<file path="src/rtl/vmem_stream_out.sv">
// ---------------------------------------------------------------------------
// vmem_stream_out
//
// Reads a block of 256-bit vector lines from the data memory's wide read port
// (port B) and serialises each line as 16-bit words on a valid/ready stream,
// least-significant slice first. A host/control pulse on 'start' launches a
// transfer. The block is independent of the SIMD processor.
//
// Optional feature (compile-time macro VMEM_STREAM_CHECKSUM_EN):
//   When defined, a 16-bit running sum (mod 2^16) of every emitted data word
//   is kept. It is cleared on start and sent as one extra stream word after
//   the final line. With the macro undefined there is no checksum state,
//   no extra word and no adder.
//
// Ports:
//   clk        in   1       system clock, rising edge
//   reset      in   1       asynchronous, active-high reset
//   start      in   1       1-cycle pulse; latches base_addr/num_lines when idle
//   base_addr  in   ADDR_W  byte address of first line (low bits forced to 0)
//   num_lines  in   CNT_W   number of lines to transfer; 0 is legal
//   mem_addr   out  ADDR_W  port-B read address
//   mem_rdata  in   LINE_W  port-B read data, valid 1 cycle after mem_addr
//   out_data   out  OUT_W   stream word
//   out_valid  out  1       out_data valid
//   out_ready  in   1       sink accepts word when out_valid & out_ready
//   busy       out  1       high from accepted start until done
//   done       out  1       1-cycle pulse when transfer completes
// ---------------------------------------------------------------------------
module vmem_stream_out #(
   parameter int ADDR_W = 32,
   parameter int LINE_W = 256,
   parameter int OUT_W  = 16,
   parameter int CNT_W  = 16
) (
   input  logic              clk,
   input  logic              reset,
   input  logic              start,
   input  logic [ADDR_W-1:0] base_addr,
   input  logic [CNT_W-1:0]  num_lines,
   output logic [ADDR_W-1:0] mem_addr,
   input  logic [LINE_W-1:0] mem_rdata,
   output logic [OUT_W-1:0]  out_data,
   output logic              out_valid,
   input  logic              out_ready,
   output logic              busy,
   output logic              done
);

   localparam int BEATS      = LINE_W / OUT_W;
   localparam int BEAT_W     = (BEATS > 1) ? $clog2(BEATS) : 1;
   localparam int LINE_BYTES = LINE_W / 8;

   // Clears the byte-offset bits so every fetch is line aligned.
   localparam logic [ADDR_W-1:0] LINE_MASK = ~(ADDR_W'(LINE_BYTES - 1));

`ifdef VMEM_STREAM_CHECKSUM_EN
   typedef enum logic [2:0] {
      S_IDLE,
      S_FETCH,
      S_WAIT,
      S_SEND,
      S_CSUM,
      S_FINISH
   } state_t;
`else
   typedef enum logic [2:0] {
      S_IDLE,
      S_FETCH,
      S_WAIT,
      S_SEND,
      S_FINISH
   } state_t;
`endif

   state_t              state_q,     state_d;
   logic [ADDR_W-1:0]   mem_addr_q,  mem_addr_d;
   logic [CNT_W-1:0]    line_cnt_q,  line_cnt_d;
   logic [BEAT_W-1:0]   beat_q,      beat_d;
   logic [LINE_W-1:0]   shift_q,     shift_d;
   logic [OUT_W-1:0]    out_data_q,  out_data_d;
   logic                out_valid_q, out_valid_d;
   logic                busy_q,      busy_d;
   logic                done_q,      done_d;
   logic                accept;
`ifdef VMEM_STREAM_CHECKSUM_EN
   logic [OUT_W-1:0]    sum_q,       sum_d;
`endif

   // A word leaves the block on every cycle where both sides agree.
   assign accept = out_valid_q & out_ready;

   // Next-state and next-output computation for the whole transfer sequence.
   // Every output is produced from a flop, so the stream side never sees
   // combinational paths from out_ready back to out_valid/out_data.
   always_comb begin
      state_d     = state_q;
      mem_addr_d  = mem_addr_q;
      line_cnt_d  = line_cnt_q;
      beat_d      = beat_q;
      shift_d     = shift_q;
      out_data_d  = out_data_q;
      out_valid_d = out_valid_q;
      busy_d      = busy_q;
      done_d      = 1'b0;
`ifdef VMEM_STREAM_CHECKSUM_EN
      sum_d       = sum_q;
`endif

      case (state_q)
         S_IDLE: begin
            if (start) begin
               mem_addr_d = base_addr & LINE_MASK;
               line_cnt_d = num_lines;
               busy_d     = 1'b1;
`ifdef VMEM_STREAM_CHECKSUM_EN
               sum_d      = '0;
`endif
               if (num_lines == '0) begin
`ifdef VMEM_STREAM_CHECKSUM_EN
                  // An empty transfer still reports its (zero) checksum.
                  state_d     = S_CSUM;
                  out_valid_d = 1'b1;
                  out_data_d  = '0;
`else
                  state_d = S_FINISH;
                  done_d  = 1'b1;
`endif
               end else begin
                  state_d = S_FETCH;
               end
            end
         end

         // Address is already on the port; this cycle covers memory latency.
         S_FETCH: begin
            state_d = S_WAIT;
         end

         S_WAIT: begin
            shift_d     = mem_rdata;
            beat_d      = BEAT_W'(BEATS - 1);
            out_valid_d = 1'b1;
            out_data_d  = mem_rdata[OUT_W-1:0];
            state_d     = S_SEND;
         end

         S_SEND: begin
            if (accept) begin
               shift_d = shift_q >> OUT_W;
`ifdef VMEM_STREAM_CHECKSUM_EN
               sum_d   = sum_q + out_data_q;
`endif
               if (beat_q != '0) begin
                  beat_d     = beat_q - BEAT_W'(1);
                  out_data_d = shift_d[OUT_W-1:0];
               end else begin
                  line_cnt_d = line_cnt_q - CNT_W'(1);
                  mem_addr_d = mem_addr_q + ADDR_W'(LINE_BYTES);
                  if (line_cnt_q != CNT_W'(1)) begin
                     state_d     = S_FETCH;
                     out_valid_d = 1'b0;
                  end else begin
`ifdef VMEM_STREAM_CHECKSUM_EN
                     // sum_d already includes the word just accepted.
                     state_d    = S_CSUM;
                     out_data_d = sum_d;
`else
                     state_d     = S_FINISH;
                     out_valid_d = 1'b0;
                     done_d      = 1'b1;
`endif
                  end
               end
            end
         end

`ifdef VMEM_STREAM_CHECKSUM_EN
         S_CSUM: begin
            if (accept) begin
               out_valid_d = 1'b0;
               state_d     = S_FINISH;
               done_d      = 1'b1;
            end
         end
`endif

         // done is high during this cycle; start is deliberately not sampled.
         S_FINISH: begin
            busy_d  = 1'b0;
            state_d = S_IDLE;
         end

         default: begin
            state_d = S_IDLE;
         end
      endcase
   end

   // State register; reset aborts any transfer in flight without a done pulse.
   always_ff @(posedge clk or posedge reset) begin
      if (reset) begin
         state_q     <= S_IDLE;
         mem_addr_q  <= '0;
         line_cnt_q  <= '0;
         beat_q      <= '0;
         shift_q     <= '0;
         out_data_q  <= '0;
         out_valid_q <= 1'b0;
         busy_q      <= 1'b0;
         done_q      <= 1'b0;
`ifdef VMEM_STREAM_CHECKSUM_EN
         sum_q       <= '0;
`endif
      end else begin
         state_q     <= state_d;
         mem_addr_q  <= mem_addr_d;
         line_cnt_q  <= line_cnt_d;
         beat_q      <= beat_d;
         shift_q     <= shift_d;
         out_data_q  <= out_data_d;
         out_valid_q <= out_valid_d;
         busy_q      <= busy_d;
         done_q      <= done_d;
`ifdef VMEM_STREAM_CHECKSUM_EN
         sum_q       <= sum_d;
`endif
      end
   end

   assign mem_addr  = mem_addr_q;
   assign out_data  = out_data_q;
   assign out_valid = out_valid_q;
   assign busy      = busy_q;
   assign done      = done_q;

endmodule

</file>
<file path="config.mk">
export PLATFORM = sky130hd
export DESIGN_NAME = vmem_stream_out
export DESIGN_NICKNAME = d
export VERILOG_FILES = /design/src/rtl/vmem_stream_out.sv
export SDC_FILE = /design/constraint.sdc
export NUM_CORES = 1
export LEC_CHECK = 0
export BUFFER_PORTS_ARGS = -buffer_cell sky130_fd_sc_hd__buf_4
export CAP_MARGIN = 10
export CORE_MARGIN = 4
export CORE_UTILIZATION = 45
export DETAILED_ROUTE_END_ITERATION = 10
export PLACE_DENSITY = 0.66
export SYNTH_ARGS = -nofsm -noshare
export SYNTH_HDL_FRONTEND = slang
export SYNTH_SLANG_ARGS = --single-unit
</file>
<file path="constraint.sdc">
create_clock -name clk -period 22.5 [get_ports clk]
set_clock_uncertainty 0.15 [all_clocks]
set_input_delay 1.125 -clock clk [delete_from_list [all_inputs] [get_ports clk]]
set_output_delay 1.125 -clock clk [all_outputs]
set_load 0.03 [all_outputs]
</file>
# After elaboration in Yosys (flattened, before gate mapping)
# Index checks and enable logic that the tools add are counted.
[classes]
n_addsub = 3
n_eq_ne = 9
mux = 33
bitwise_logic = 1
reduce_logical = 12
[op_table]
columns = ["operator", "n"]
rows = [
  ["one-hot mux 256 bit (2 select lines)", 1],
  ["2-to-1 mux 256 bit", 1],
  ["2-to-1 mux 32 bit", 3],
  ["2-to-1 mux 16 bit", 5],
  ["one-hot mux 16 bit (2 select lines)", 2],
  ["one-hot mux 32 bit (2 select lines)", 1],
  ["adder 32 x 6 -> 32 bit (second input constant)", 1],
  ["zero test 16 bit", 1],
  ["inequality test 16 x 1 -> 1 bit (second input constant)", 1],
  ["subtractor 16 x 1 -> 16 bit (second input constant)", 1],
  ["2-to-1 mux 3 bit", 5],
  ["one-hot mux 3 bit (4 select lines)", 1],
  ["AND reduction 3 bit", 3],
  ["2-to-1 mux 1 bit", 8],
  ["2-to-1 mux 4 bit", 2],
  ["inequality test 2 bit (second input constant)", 4],
  ["one-hot mux 4 bit (2 select lines)", 1],
  ["== test 3 x 2 -> 1 bit (second input constant)", 2],
  ["one-hot mux 1 bit (2 select lines)", 3],
  ["nonzero test 2 bit", 3],
  ["AND reduction 2 bit", 2],
  ["AND reduction 4 bit", 1],
  ["nonzero test 4 bit", 1],
  ["subtractor 4 x 1 -> 4 bit (second input constant)", 1],
  ["other kinds (4)", 4],
]
[word_totals]
ff_bits = 330
input_bits = 308
output_inout_bits = 51

# Depth between registers and ports, before layout
# Gate-level depths: netlist (run 1).
[depth]
ltp_word = 5
mapped_depth = 9
depth_no_buf = 7

# Worst setup path before layout (run 1)
# No wires, ideal clock.
[synth_path]
path_type = "in2reg"
start = "in start"
end = "reg mem_addr_q[31], in the netlist mem_addr[31]"
setup_time_ps = 126
arrival_ps = 2335
required_ps = 22224
path_slack_ps = 19888
path_stages = 7
n_path_buf = 2
path_cell_list = "or4b_1 clkbuf_1 o31a_1 buf_2 nand2_1 nand2_1 a311o_1"
[synth_between]
elab_chain_len = 2
[synth_lines]
columns = ["item", "line_no", "text"]
rows = [
  ["from (decl)", "37", "input logic start,"],
  ["inequality test 2 bit (no line)", "n/a", ""],
  ["AND reduction 4 bit (no line)", "n/a", ""],
  ["to (signal assigned)", "216", "mem_addr_q <= mem_addr_d;"],
  ["to (decl)", "76", "logic [ADDR_W-1:0] mem_addr_q, mem_addr_d;"],
]
# No other way between the ends.
# A chain may end at the register's enable or synchronous reset.

# Final worst setup path (run 1)
[layout_path]
start = "reg state_q[0]"
end = "reg shift_q[26]"
[layout_between]
elab_chain_len = 3
elab_cells_between_ends = 6
[layout_lines]
columns = ["item", "line_no", "text"]
rows = [
  ["from (decl)", "75", "state_t state_q, state_d;"],
  ["from (signal assigned)", "215", "state_q <= state_d;"],
  ["== test 3 x 2 -> 1 bit", "109", "case (state_q)"],
  ["inequality test 2 bit (no line) or nonzero test 2 bit (tied branches)", "n/a", ""],
  ["AND reduction 2 bit (no line)", "n/a", ""],
  ["to (signal assigned)", "219", "shift_q <= shift_d;"],
  ["to (decl)", "79", "logic [LINE_W-1:0] shift_q, shift_d;"],
]
# Several ways; a longest one is shown, not always the timed one.

==> out/metrics.csv, run 1 <==
metric,value,unit
measured slew at the worst slew-check pin,1.08,ns
largest stage delay on the critical path,0.87,ns
Main synth FF type,dfrtp_1,
critical path's top delay family,buffers and inverters,
placed insts,2153,
crit path capture type,register,
post-synth top area share,52.6,%
setup TNS,0,ns
Seq cells post-synth,309,
die area,35600,µm²
Total GRT Usage,22.4,%
Antenna Nets Post-Route,0,
total power density per cell area,65.1,nW/µm²
unrepaired setup endpoints after global routing,false,
Die Span Y,189,µm
Max-slew headroom,28.1,%
vias in the first global route,11978,
"Hold Vio Cnt, Final",0,
TritonCTS Buffers,36,
yosys warns,0,
ys async rst share,100,%
drt wl/cell,18.3,µm
Setup Crit Path Kind,reg2reg,
max-slew violation count,0,
"non-filler cells, final",2223,
worst vdd ir,56.2,µV
"Cell Chain, Critical Path",nand3b_1 > buf_4 > buf_12 > buf_4 > mux2i_1 > o21ai_0,
final setup fails,0,
routed wire length,40.7,mm
most frequent cells in the layout,"buf_4, dfrtp_1, nand2_1",
Synth Area per Inst,10.0,µm²
largest net degree at the start of global routing,254,
CTS Sinks,309,
min-delay worst type,reg2reg,
CTS Root Cell,clkbuf_16,
crit-path max FO,159,
Initial Util,46.1,%
CTS tree,done,
post-synthesis cell type count,63,
GPL Wtd Cong,0.840,
Max Fclk,233,MHz
worst skew pair latency,0.50,ns
critical hold path startpoint,shift_q[162],
I/O pins,359,
cell mode on critical path,buf_4,
Area contributors post-synth,"dfrtp_1, mux2i_1, o21ai_0",
worst reg2reg path startpoint,state_q[0],
Vias/cell,5.27,
pre-CTS WS,18.25,ns
Die W,189,µm
hold-fix buffer count after cts,0,
initial antenna violation count,6,
Starting DRT DRC Count,820,
Post-synth EDFFs,0,
first-pass GRT wire length,64.7,mm
H-Tree Level Count,2,
DP Wirelength,28.5,mm
Crit path arrival time,4.49,ns
post-synthesis sequential area ratio,52.6,%
# resized after CTS,0,
layout cells sized above 1,24.0,%
synth-to-layout area growth,27.2,%
drc violations,0,
WHS,0.324,ns
Final nets,2069,
Post-CTS Setup Repair Bufs,0,
Overflow after GRT,0,
number of buffers added on ports,348,
Fill cells,2847,
"most common cell after layout, fill and taps aside",buf_4,
"Cell Area, Synth",14700,µm²
element type at the critical path start,register,
FP Rows,65,
worst path buffer plus inverter count,3,
clk slew on worst S/H paths,0.06,ns
status,finished clean,
Worst Path Required,22.69,ns
fin crit share,19.1,%
origin of the worst setup path,state_q[0],
Synth area leader,dfrtp_1,
Core Area,31900,µm²
clock tree buffer depth,3,
LEAKAGE,7.83,nW
final worst setup slack,18.20,ns
Post-Synthesis Cells,1471,
max cap viols,0,
Pre-antenna DRT Iters,5,
vias,11715,
"Core Util, Final",58.7,%
fin crit period,4.30,ns
slowest library cell on the worst path,buf_4,
## area by class of cell
cell class	instances	area [µm²]	area share [%]
diodes	7	17.5	0.0936
clock buffers	58	1110	5.96
clock inverters	4	95.1	0.508
inverters	10	45.0	0.241
multi-input cells	1041	6440	34.4
flip-flops and latches	309	7730	41.3
well taps	435	544	2.91
repair buffers	359	2730	14.6
## layer usage
layer	GRT usage, %	vias up	share of wire (%)
li1	-	5797	-
met1	28.8	5508	42
met2	36.4	345	48
met3	6.71	65	7.4
met4	7.26	0	2.8
met5	0	-	0
## synthesized netlist by cell type, drive strengths merged (2+ instances only)
master     n
ha         4
a21oi     50
clkbuf    50
a22oi      3
or3b       2
o22a       8
a31oi      6
a31o       2
nand4      8
nor4      11
or4        5
a2bb2oi    2
nand2    276
o22ai     11
xor2       2
nand2b     3
buf       65
nor2      36
o21ai    265
o2bb2ai    3
nand3     24
nor4b      2
o21a       3
or3        2
mux2i    242
dfrtp    309
o2bb2a     2
a41oi      2
and4       3
inv       10
a311oi     3
nor3b      2
and3       4
a22o      16
a21o       3
nor3      15
o32ai      2
## stage by stage
step	total power, mW	instance area [µm²]
3_3_place_gp	0.637	17500
2_1_floorplan	0.588	14700
5_1_grt	1.26	18700
4_1_cts	1.23	18700
6_report	1.22	18700
3_5_place_dp	0.637	17500
## worst min-delay path: stages, from the launching register on
cell and delay (ns):
dfrtp_1 0.34, nand2_1 0.05, o21ai_0 0.06
## power breakdown
group	switching (mW)	internal, mW
registers	0.00278	0.558
logic	0.0277	0.0380
clock network	0.221	0.371
total	0.252	0.967
## path summary, 6_finish.rpt
path	end	cells past startpoint	slack, ns
min	shift_q[162]	2	0.32
min reg2reg	shift_q[162]	2	0.32
min in group asynchronous	shift_q[126]	2	0.57
max reg2reg	shift_q[26]	6	18.20
max	shift_q[26]	6	18.20
max in group asynchronous	shift_q[101]	4	19.37
## cell families after synthesis
kind of cell,count (synthesis),synth area share [%]
adder cells (fa/ha/maj),4,0.340
AND/OR/NAND/NOR,397,11.6
AO/OA/AOI/OAI,391,14.9
buffers and inverters,125,3.90
other,1,0.0255
multiplexers,242,16.5
XOR/XNOR,2,0.119
flip-flops,309,52.6
## state kept, by name (all words and copies together), names as in the netlist
register	count
shift_q	240
mem_addr	27
line_cnt_q	16
out_data	16
beat_q	4
state_q	3
busy	1
done	1
out_valid	1
No activity file was read; power rests on OpenSTA's default activity.
==> run 2: changes to the inputs <==
--- a/config.mk
+++ b/config.mk
@@ -10,7 +10,7 @@
 export CORE_MARGIN = 4
 export CORE_UTILIZATION = 45
 export DETAILED_ROUTE_END_ITERATION = 10
-export PLACE_DENSITY = 0.66
+export PLACE_DENSITY = 0.69
 export SYNTH_ARGS = -nofsm -noshare
 export SYNTH_HDL_FRONTEND = slang
 export SYNTH_SLANG_ARGS = --single-unit
==> constraint.sdc (replaced) <==
create_clock -name clk -period 3.5 [get_ports clk]
set_clock_uncertainty 0.15 [all_clocks]
set_input_delay 0.175 -clock clk [delete_from_list [all_inputs] [get_ports clk]]
set_output_delay 0.175 -clock clk [all_outputs]
set_load 0.03 [all_outputs]
==> out/metrics.csv, run 2 (synthesis results as in run 1) <==
metric,value,unit
status,finished clean,
Top Layer Used,met4,
origin of the worst setup path,beat_q[0],
GPL Wtd Cong,0.849,
max reg flops,240,
most frequent cells in the layout,"buf_4, dfrtp_1, dlygate4sd3_1",
Crit path arrival time,3.05,ns
cell mode on critical path,a21oi_1,
crit-path max FO,35,
Setup Crit Path Kind,reg2reg,
setup TNS,0,ns
synth-to-layout area growth,48.5,%
max-slew violation count,0,
drc violations,0,
CTS Sinks,309,
CTS Root Cell,clkbuf_16,
area of the multi-input gates,6440,µm²
LEAKAGE,9.15,nW
vias in the first global route,14292,
RR Endpoint,line_cnt_q[10],
"Hold Vio Cnt, Final",0,
worst r2r path cells,8,
# resized after CTS,0,
Antenna Nets Post-Route,0,
Fill cells,2337,
Max-slew headroom,29.3,%
fin crit period,2.77,ns
WHS,0.186,ns
number of buffers added on ports,348,
measured slew at the worst slew-check pin,1.05,ns
clk slew on worst S/H paths,0.06,ns
max cap viols,0,
"Cell Chain, Critical Path",inv_1 > ha_1 > or3b_1 > or3_1 > nand2_2 > buf_4 > a21oi_1 > a21oi_1,
clock tree buffer depth,3,
"most common cell after layout, fill and taps aside",buf_4,
Worst Path Required,3.78,ns
Initial Util,46.1,%
Total GRT Usage,25.7,%
flop-to-flop setup slack,0.73,ns
layout cells sized above 1,20.9,%
Overflow after GRT,0,
element type at the critical path start,register,
FP Rows,65,
slowest library cell on the worst path,nand2_2,
DP Wirelength,29.1,mm
Vias/cell,5.36,
total power density per cell area,367,nW/µm²
fin crit share,79.2,%
initial antenna violation count,10,
I/O pins,359,
CTS tree,done,
Max Fclk,361,MHz
largest stage delay on the critical path,0.56,ns
Die Span Y,189,µm
crit path capture,line_cnt_q[10],
Pre-antenna DRT Iters,7,
hold-fix buffer count after cts,303,
TritonCTS Buffers,36,
drt wl/cell,18.6,µm
Largest Register,shift_q,
Final nets,2384,
worst skew pair latency,0.51,ns
H-Tree Level Count,2,
routed wire length,47.2,mm
routed wl met2,23.7,mm
Core Area,31900,µm²
Starting DRT DRC Count,926,
FF/Latch Area,7730,µm²
final setup fails,0,
critical path depth,8,
metal1 wirelength,18.9,mm
die area,35600,µm²
met3 wire len,2.40,mm
crit path capture type,register,
vias,13623,
largest net degree at the start of global routing,180,
worst path buffer plus inverter count,2,
unrepaired setup endpoints after global routing,false,
Post-CTS Setup Repair Bufs,0,
worst reg2reg path startpoint,beat_q[0],
first-pass GRT wire length,74.7,mm
critical path's top delay family,simple AND/OR/NAND/NOR gates,
worst vdd ir,351,µV
Die W,189,µm
min-delay worst type,in2async,
[run 2: changes by cell type in the layout (fill, tap and decap cells not counted), sizes merged]
cell | before | now
buf | 359 | 371
bufinv | 3 | 1
clkbuf | 58 | 56
clkinv | 1 | 3
clkinvlp | 0 | 2
diode | 7 | 10
dlygate4sd3 | 0 | 303
[run 2: routing by layer]
metal  vias up  GRT usage [%]
li1       6419              -
met1      6526           31.8
met2       519           44.7
met3       159           4.09
met4         0           11.0
met5         -              0
[run 2: worst min-delay path: stages]
cell	delay (ns)
dlygate4sd3_1	0.53
buf_4	0.14
clkinvlp_4	0.45
[run 2: cell type report]
cell class              count  area share (%)
flip-flops and latches    309            35.4
multi-input cells        1041            29.5
repair buffers            674            27.1
clock buffers              56            4.94
well taps                 435            2.49
clock inverters             6           0.332
inverters                  10           0.189
diodes                     10           0.115
[run 2: where the power goes]
part	internal, mW	total, mW	switching (mW)
clock	2.19	3.67	1.47
sequential	3.59	3.60	0.0188
combinational	0.474	0.740	0.266
[run 2: worst min-delay path by stage]
stage	startpoint	end	slack, ns	cells after the start
2_1_floorplan	num_lines[15]	line_cnt_q[15]	0.15	2
3_3_place_gp	reset	mem_addr[19]	0.16	2
3_5_place_dp	reset	mem_addr[19]	0.16	2
4_1_cts	reset	mem_addr[31]	0.18	3
5_1_grt	reset	mem_addr[19]	0.22	3
6_report	reset	mem_addr[31]	0.19	3
[run 2: through the flow]
step,setup WS (ns),utilization [%],cell area [µm²],power (mW),cells
after global routing,0.517,68.5,21800,8.29,2541
after global placement,0.781,55.3,17600,4.11,2166
after detailed placement,0.764,55.3,17600,4.11,2166
final,0.728,68.5,21800,8.01,2541
after floorplan,-0.938,-,14700,3.78,1475
after CTS,0.726,68.5,21800,8.06,2531
